$ cat src/rtl/reg_access_ctrl_pkg.sv
// rtl/reg_access_ctrl_pkg.sv - shared encodings for the round-robin register access controller
package reg_access_ctrl_pkg;

    typedef enum logic [1:0] {
        ST_IDLE  = 2'd0,
        ST_GRANT = 2'd1,
        ST_ACK   = 2'd2
    } state_t;

    localparam logic OP_CLR = 1'b0;
    localparam logic OP_WR  = 1'b1;

endpackage

$ cat src/rtl/reg_access_ctrl_rr_arbiter.sv
// rtl/reg_access_ctrl_rr_arbiter.sv - combinational round-robin pick: first request at or after ptr
module rr_arbiter #(
    parameter int NUM_REQ = 4,
    parameter int IW      = (NUM_REQ > 1) ? $clog2(NUM_REQ) : 1
) (
    input  logic [NUM_REQ-1:0] req,
    input  logic [IW-1:0]      ptr,
    output logic [NUM_REQ-1:0] grant,
    output logic [IW-1:0]      idx,
    output logic               any
);

    always_comb begin
        int c;
        c     = 0;
        grant = '0;
        idx   = '0;
        any   = 1'b0;
        for (int i = 0; i < NUM_REQ; i++) begin
            c = int'(ptr) + i;
            if (c >= NUM_REQ) c = c - NUM_REQ;
            if (!any && req[c]) begin
                any      = 1'b1;
                idx      = IW'(c);
                grant[c] = 1'b1;
            end
        end
    end

endmodule

$ cat src/rtl/reg_access_ctrl.sv
// rtl/reg_access_ctrl.sv - shares one enable-clear register among NUM_REQ requesters, one access per grant
module reg_access_ctrl
    import reg_access_ctrl_pkg::*;
#(
    parameter int W       = 4,
    parameter int NUM_REQ = 4
) (
    input  logic                 clk,
    input  logic                 rst_n,
    input  logic [NUM_REQ-1:0]   req,
    input  logic [NUM_REQ-1:0]   op,
    input  logic [NUM_REQ*W-1:0] wdata,
    output logic [NUM_REQ-1:0]   gnt,
    output logic [NUM_REQ-1:0]   ack,
    output logic                 busy,
    output logic                 reg_en,
    output logic [W-1:0]         reg_d,
    input  logic [W-1:0]         reg_q,
    output logic [W-1:0]         rdata
);

    localparam int IW = (NUM_REQ > 1) ? $clog2(NUM_REQ) : 1;

    state_t              state;
    logic [IW-1:0]       ptr;
    logic [IW-1:0]       lat_idx;
    logic                lat_op;
    logic [W-1:0]        lat_data;
    logic [NUM_REQ-1:0]  arb_gnt;
    logic [IW-1:0]       arb_idx;
    logic                arb_any;

    rr_arbiter #(.NUM_REQ(NUM_REQ), .IW(IW)) u_arb (
        .req   (req),
        .ptr   (ptr),
        .grant (arb_gnt),
        .idx   (arb_idx),
        .any   (arb_any)
    );

    always_ff @(posedge clk or negedge rst_n) begin
        if (!rst_n) begin
            state    <= ST_IDLE;
            gnt      <= '0;
            ack      <= '0;
            ptr      <= '0;
            lat_idx  <= '0;
            lat_op   <= OP_CLR;
            lat_data <= '0;
        end else begin
            case (state)
                ST_IDLE: begin
                    if (arb_any) begin
                        lat_idx  <= arb_idx;
                        lat_op   <= op[arb_idx];
                        lat_data <= wdata[arb_idx*W +: W];
                        gnt      <= arb_gnt;
                        state    <= ST_GRANT;
                    end
                end
                ST_GRANT: begin
                    ack   <= gnt;
                    state <= ST_ACK;
                end
                ST_ACK: begin
                    gnt   <= '0;
                    ack   <= '0;
                    ptr   <= (lat_idx == IW'(NUM_REQ - 1)) ? '0 : lat_idx + IW'(1);
                    state <= ST_IDLE;
                end
                default: begin
                    gnt   <= '0;
                    ack   <= '0;
                    state <= ST_IDLE;
                end
            endcase
        end
    end

    // Register drive follows reset directly so the register clears on every edge while held in reset.
    always_comb begin
        reg_en = 1'b1;
        reg_d  = reg_q;
        rdata  = '0;
        if (!rst_n) begin
            reg_en = 1'b0;
            reg_d  = '0;
        end else begin
            case (state)
                ST_GRANT: begin
                    if (lat_op == OP_WR) begin
                        reg_d = lat_data;
                    end else begin
                        reg_en = 1'b0;
                        reg_d  = '0;
                    end
                end
                ST_ACK:  rdata = reg_q;
                default: ;
            endcase
        end
    end

    assign busy = (state == ST_GRANT) || (state == ST_ACK);

endmodule
$ cat config.mk
export PLATFORM = sky130hd
export DESIGN_NAME = reg_access_ctrl
export DESIGN_NICKNAME = d
export VERILOG_FILES = /design/src/rtl/reg_access_ctrl_pkg.sv /design/src/rtl/reg_access_ctrl_rr_arbiter.sv /design/src/rtl/reg_access_ctrl.sv
export SDC_FILE = /design/constraint.sdc
export NUM_CORES = 1
export LEC_CHECK = 0
export BUFFER_PORTS_ARGS = -buffer_cell sky130_fd_sc_hd__clkbuf_2
export CAP_MARGIN = 20
export CORE_ASPECT_RATIO = 0.6
export CORE_UTILIZATION = 50
export DETAILED_ROUTE_END_ITERATION = 10
export PLACE_DENSITY = 0.81
export SLEW_MARGIN = 15
export SYNTH_ARGS = -nofsm -noshare
export SYNTH_HDL_FRONTEND = slang
export SYNTH_SLANG_ARGS = --single-unit
$ cat constraint.sdc
create_clock -name clk -period 3.2 [get_ports clk]
set_input_delay 0.16 -clock clk [delete_from_list [all_inputs] [get_ports clk]]
set_output_delay 0.16 -clock clk [all_outputs]
set_load 0.005 [all_outputs]
== Word-level counts from Yosys, hierarchy flattened ==
Cells that the tools add are included.

* Input bits: 30
* Word-level logic and storage cells: 103
* Register bits: 19
* Output and inout port bits: 18

* Bitwise gates (word level): 4
* Reduce and logical (&&, ||, !) cells: 14
* $lt $le $gt $ge: 13
* Equal/unequal tests: 4
* Shift-type cells: 1
* Add/subtract/negate cells: 8
* Mux-type cells: 52

{| class="wikitable"
|+ Operators with widths
! kind !! count
|-
| 32-bit by 1-bit greater-or-equal comparator with 1-bit output (second input constant) || 4
|-
| 32-bit by 4-bit < comparator with 1-bit output (second input constant) || 4
|-
| 32-bit 2-to-1 mux || 4
|-
| 32-bit by 4-bit greater-or-equal comparator with 1-bit output (second input constant) || 3
|-
| 32-bit by 4-bit subtractor with 32-bit output (second input constant) || 3
|-
| 4-bit 2-to-1 mux || 10
|-
| 1-bit 2-to-1 mux || 20
|-
| 4-bit case mux with 2 select lines || 2
|-
| 16-bit by 5-bit indexed part select with 4-bit output || 1
|-
| 2-bit 2-to-1 mux || 6
|-
| 4-bit bitwise OR || 3
|-
| 1-bit binary-select mux with 2-bit select || 5
|-
| 1-bit demux with 2-bit select || 4
|-
| 1-bit logical AND || 7
|-
| 2-bit by 2-bit adder with 3-bit output (second input constant) || 2
|-
| 2-bit == test (second input constant) || 2
|-
| 2-bit case mux with 2 select lines || 1
|-
| 2-bit AND reduction || 2
|-
| 2-bit by 3-bit subtractor with 4-bit output (second input constant) || 1
|-
| 2-bit by 1-bit adder with 3-bit output (second input constant) || 1
|-
| 2-bit by 3-bit greater-or-equal comparator with 1-bit output (second input constant) || 1
|-
| 1-bit logical NOT || 3
|-
| 2-bit by 3-bit < comparator with 1-bit output (second input constant) || 1
|-
| 2-bit by 1-bit adder with 2-bit output (second input constant) || 1
|-
| 5 further kinds || 5
|}

== Logic depth before layout (Yosys ltp) ==
* Depth in word-level cells: 17
* Mapped depth: 9
* Depth with buffers taken out: 7

== Modules after synthesis ==
A second synthesis with hierarchy kept.

* Cell total of the unflattened synthesis: 136
* Area total of the unflattened synthesis: 1506.4 um2

{| class="wikitable"
|+ By module, submodules not included
! module !! seq. area each (um2) !! times used !! cells each !! area an instance (um2)
|-
| reg_access_ctrl || 475.5 || 1 || 88 || 1046.0
|-
| rr_arbiter || 0.0 || 1 || 48 || 460.4
|}

== Worst setup path before layout ==
No wires, ideal clock.

* Path type: reg-to-reg
* Start: reg ptr[0]
* End: reg lat_data[2]
* Data required time: 3.074 ns
* Arrival time: 2.496 ns
* Clock period less this slack: 2.622 ns
* Setup time: 0.126 ns
* Path buffers: 2
* Stages on the path, launching flop included: 10
* Slack: 0.578 ns
* Cell sequence: dfrtp_1 -> buf_6 -> inv_1 -> ha_1 -> mux2_4 -> a22oi_2 -> xnor2_1 -> buf_6 -> mux2_4 -> a221o_1

* Longest elaborated chain between the ends: 16
* Elaborated cells on any way between the ends: 43
* Classes of those cells: add/sub: 7; order compare: 4; shift: 1; mux: 24; reduce/logical: 7

{| class="wikitable"
|+ Ends and longest elaborated chain
! what !! RTL line !! source
|-
| from (decl) || reg_access_ctrl.sv:25 || <nowiki>logic [IW-1:0] ptr;</nowiki>
|-
| from (signal assigned) || reg_access_ctrl.sv:68 || <nowiki>ptr <= (lat_idx == IW'(NUM_REQ - 1)) ? '0 : lat_idx + IW'(1);</nowiki>
|-
| parallel branches: the longest is 16 deep, another holds 32-bit by 4-bit subtractor with 32-bit output || - ||
|-
| to (signal assigned) || reg_access_ctrl.sv:56 || <nowiki>lat_data <= wdata[arb_idx*W +: W];</nowiki>
|-
| to (decl) || reg_access_ctrl.sv:28 || <nowiki>logic [W-1:0] lat_data;</nowiki>
|}

Parallel ways; which one is timed is not known. The select of a mux whose other input is x is not followed.
A chain may end at the register's enable or synchronous reset.

== Final worst setup path ==
* Start: reg ptr[1]
* End: reg lat_data[2]

Same word-level chain as after synthesis.

==> metrics.csv <==
stage,metric,value,unit
status,status,"finished, final reports clean",
setup_path,critPathMaxFanout,9,
setup_path,slowest_library_cell_on_the_worst_path,sky130_fd_sc_hd__dfrtp_1,
sta,worst_slew_margin_rel,60.6,%
final_layout,final_cell_count_no_fill,237,
setup_path,cp-start-kind,flop,
setup_path,crit_path_max_incr_delay,0.50,ns
hold_path,hold-path-endpoint,lat_op,
power,ir_worst_vdd,0.717,mV
synth,synth_edf_count,0,
power,clkPwrFrac,9.8,%
final_layout,antennaDiodeCount,0,
setup_path,reg2reg_setup_slack,0.44,ns
clocking,cts.repair_timing.setup_buffer_count,0,
route,remaining_drc_errors,0,
clocking,cts-htree-levels,1,
hold_path,worstHoldStart,op[1],
sta,finalClockSkew,0.00309,ns
floorplan,core_region_area,0.00263,mm2
clocking,path_clk_slew,0.07,ns
synth,postSynthRegisterBits,19,
synth,netlist_top_cells_area,"sky130_fd_sc_hd__dfrtp_1, sky130_fd_sc_hd__mux2i_1, sky130_fd_sc_hd__ha_1",
power,finalPower,1670,uW
power,power.static_leakage,0.000936,uW
power,power_switching_share,44.3,%
clocking,tritoncts,done,
setup_path,rr_startpoint,ptr[1],
power,power.internal,930,uW
setup_path,worstPathBufferInverterCount,2,
sta,fmax,362,MHz
clocking,clock_latency,0.26,ns
synth,synth.top_cell.area_share,32.8,%
synth,ys.flop_type,sky130_fd_sc_hd__dfrtp_1,
sta,rsz0062_at_grt,no,
setup_path,critPathKind,reg -> reg,
clocking,max-clock-path-buffers,2,
floorplan,core.rowCount,14,
synth,sequential_share_of_the_synthesized_area,32.8,%
floorplan,die_area,0.00313,mm2
grt,grt_antenna_before_repair,0,
setup_path,cp.arrival,2.90,ns
synth,synth_top_cell_by_area,sky130_fd_sc_hd__dfrtp_1,
setup_path,crit_path_cell_trace,inv_1 > ha_1 > mux2_4 > a22oi_2 > xnor2_1 > buf_4 > mux2_4 > a221o_1,
placement,placed_cells,232,
setup_path,timing.critical_path.required,3.34,ns
synth,postSynthCellCount,158,
synth,synth_area,0.00145,mm2
final_layout,finalNetCount,245,
sta,hold_violations,0,
clocking,number_of_buffers_added_by_the_clock_tree_synthesis_step,3,
sta,worst_slew_pin_slew,0.589,ns
route,1st_iter_drt_viols,66,
placement,detailed_place_hpwl,2710,um
power,power_frac_seq,25.3,%
floorplan,initial_utilization,55.2,%
synth,synth_most_common_cell,sky130_fd_sc_hd__nand2_1,
power,comb_power_share,64.8,%
setup_path,timing.critical_path.to_type,flop,
setup_path,worst_r2r_path_depth,8,
synth,synthesis.area_per_instance,9.19,um2
hold_path,holdPathStages,3,
grt,gr-total-overflow,0,
synth,ys_top_cells_by_count,"sky130_fd_sc_hd__nand2_1, sky130_fd_sc_hd__mux2i_1, sky130_fd_sc_hd__dfrtp_1, sky130_fd_sc_hd__nor2_1, sky130_fd_sc_hd__o21ai_0",
clocking,post_cts_resized,0,
placement,numPortBuffers,47,
route,detailed_routing_iterations_pass_1,4,
grt,grt_util_all_layers,23.8,%
setup_path,critical_path.startpoint,ptr[1],
sta,min_period_over_period,86.3,%
run,max_cap_viol_count,0,
final_layout,synthToLayoutAreaGrowth,20.8,%
placement,postPlaceCellArea,0.00170,mm2
floorplan,die_height,43.7,um
route,route.detailed.wl_per_inst,14.3,um
sta,timing.setup.tns,0,ns
synth,ys_types,40,
grt,grt_pass1_wl,5590,um
synth,yosys_warnings,0,
floorplan,die_w,71.6,um
synth,synth_fp_nets,197,
final_layout,nFillCells,215,
clocking,cts.sinks,19,
final_layout,fraction_of_final_layout_cells_sized_beyond_drive_strength_1,29.3,%
route,dr_total_vias,1357,
floorplan,ios,48,
route,vias_per_cell,5.73,
synth,synthArstFlopShare,100,%
route,ant_nets,0,
power,power_density_relative_to_cell_area,952,mW/mm2
grt,grt_pass1_vias,1197,
final_layout,design_area,0.00175,mm2
sta,timing_max_transition_violations_final,0,
setup_path,critical_path_s_most_frequent_cell,sky130_fd_sc_hd__mux2_4,
placement,finalWeightedCongestion,0.750,
clocking,cts.root.buffer_cell,sky130_fd_sc_hd__clkbuf_8,
hold_path,timing.hold.worst.class,in -> reg,
setup_path,reg2reg_to,lat_data[2],
setup_path,crit_family,multiplexers,
grt,grt_start_max_net_pins,25,
sta,report.final.setup_viol,0,
power,netSwitchingPower,739,uW
sta,period_minus_slack,2.76,ns
final_layout,post_layout_utilization_of_the_core,66.7,%
route,drt_wl_total,3390,um
registers in the layout, indices dropped and copies added (netlist names):
| register | cells |
|---|---|
| lat_data | 4 |
| lat_op | 1 |
| lat_idx | 2 |
| gnt | 4 |
| ptr | 2 |
| ack | 4 |
| state | 2 |
stage by stage:
stage                     setup WS, ns  hold WS (ns)
after global routing             0.294         0.252
after global placement           0.592         0.149
after CTS                        0.467         0.234
after floorplan                  0.578        -0.136
after detailed placement         0.479         0.158
final                            0.440         0.231
worst max path at each step:
stage,slack (ns),to,cells after the start
2_1_floorplan,0.58,lat_data[2],9
3_3_place_gp,0.59,lat_data[2],8
3_5_place_dp,0.48,lat_data[2],8
4_1_cts,0.47,lat_data[2],8
5_1_grt,0.29,lat_data[2],8
6_report,0.44,lat_data[2],8
power by group through the flow:
| stage | clock [uW] | combinational [uW] | sequential, uW |
|---|---|---|---|
| after CTS | 167 | 1070 | 420 |
| after global routing | 175 | 1200 | 433 |
| after floorplan | 0 | 827 | 415 |
| after global placement | 0 | 1030 | 417 |
| final | 164 | 1080 | 423 |
| after detailed placement | 0 | 1070 | 424 |
cells by family after synthesis:
group | Yosys count | synth area share (%)
adder cells (fa/ha/maj) | 9 | 7.76
flip-flops | 19 | 32.8
XOR/XNOR | 1 | 0.604
multiplexers | 25 | 18.9
buffers and inverters | 13 | 4.57
AO/OA/AOI/OAI | 32 | 15.9
AND/OR/NAND/NOR | 59 | 19.5
layer usage:
layer  vias up  GRT usage [%]  routed length, um
met5         -              0                  0
met4         0           9.41                 69
met3         8           5.58                239
met2        60           33.9               1390
met1       630           35.1               1700
li1        659              -                  -
cell usage in the layout (no fill, tap or decap), types with 3 or more instances in the layout:
cell                       netlist  final
sky130_fd_sc_hd__mux2i_1        21     21
sky130_fd_sc_hd__and3_1          4      4
sky130_fd_sc_hd__a221oi_1        5      5
sky130_fd_sc_hd__clkbuf_2        0     47
sky130_fd_sc_hd__nor2_1         16     16
sky130_fd_sc_hd__dfrtp_1        19     19
sky130_fd_sc_hd__clkbuf_8        0      3
sky130_fd_sc_hd__nand2_1        22     22
sky130_fd_sc_hd__ha_1            9      9
sky130_fd_sc_hd__a22o_1          3      3
sky130_fd_sc_hd__o21ai_0        12     12
sky130_fd_sc_hd__and2_1          5      5
sky130_fd_sc_hd__inv_1           6      6
worst register-to-register path: stages (launching register included):
cell	delay, ns
sky130_fd_sc_hd__dfrtp_1	0.50
sky130_fd_sc_hd__inv_1	0.13
sky130_fd_sc_hd__ha_1	0.40
sky130_fd_sc_hd__mux2_4	0.37
sky130_fd_sc_hd__a22oi_2	0.17
sky130_fd_sc_hd__xnor2_1	0.20
sky130_fd_sc_hd__buf_4	0.26
sky130_fd_sc_hd__mux2_4	0.32
sky130_fd_sc_hd__a221o_1	0.29
what timing repair did:
action,CTS,global route
endpoints found under the setup margin,0,0
endpoints found under the hold margin,19,0
hold buffers,1,0
cell type report:
class,instances,area (um2),share of cell area [%]
sequential,19,475,27.1
tap,32,40.0,2.28
clock buffer,4,45.0,2.57
inverter,6,22.5,1.28
multi-input combinational,126,910,51.9
timing repair buffer,50,260,14.8
(Power assumes the default switching activity.)
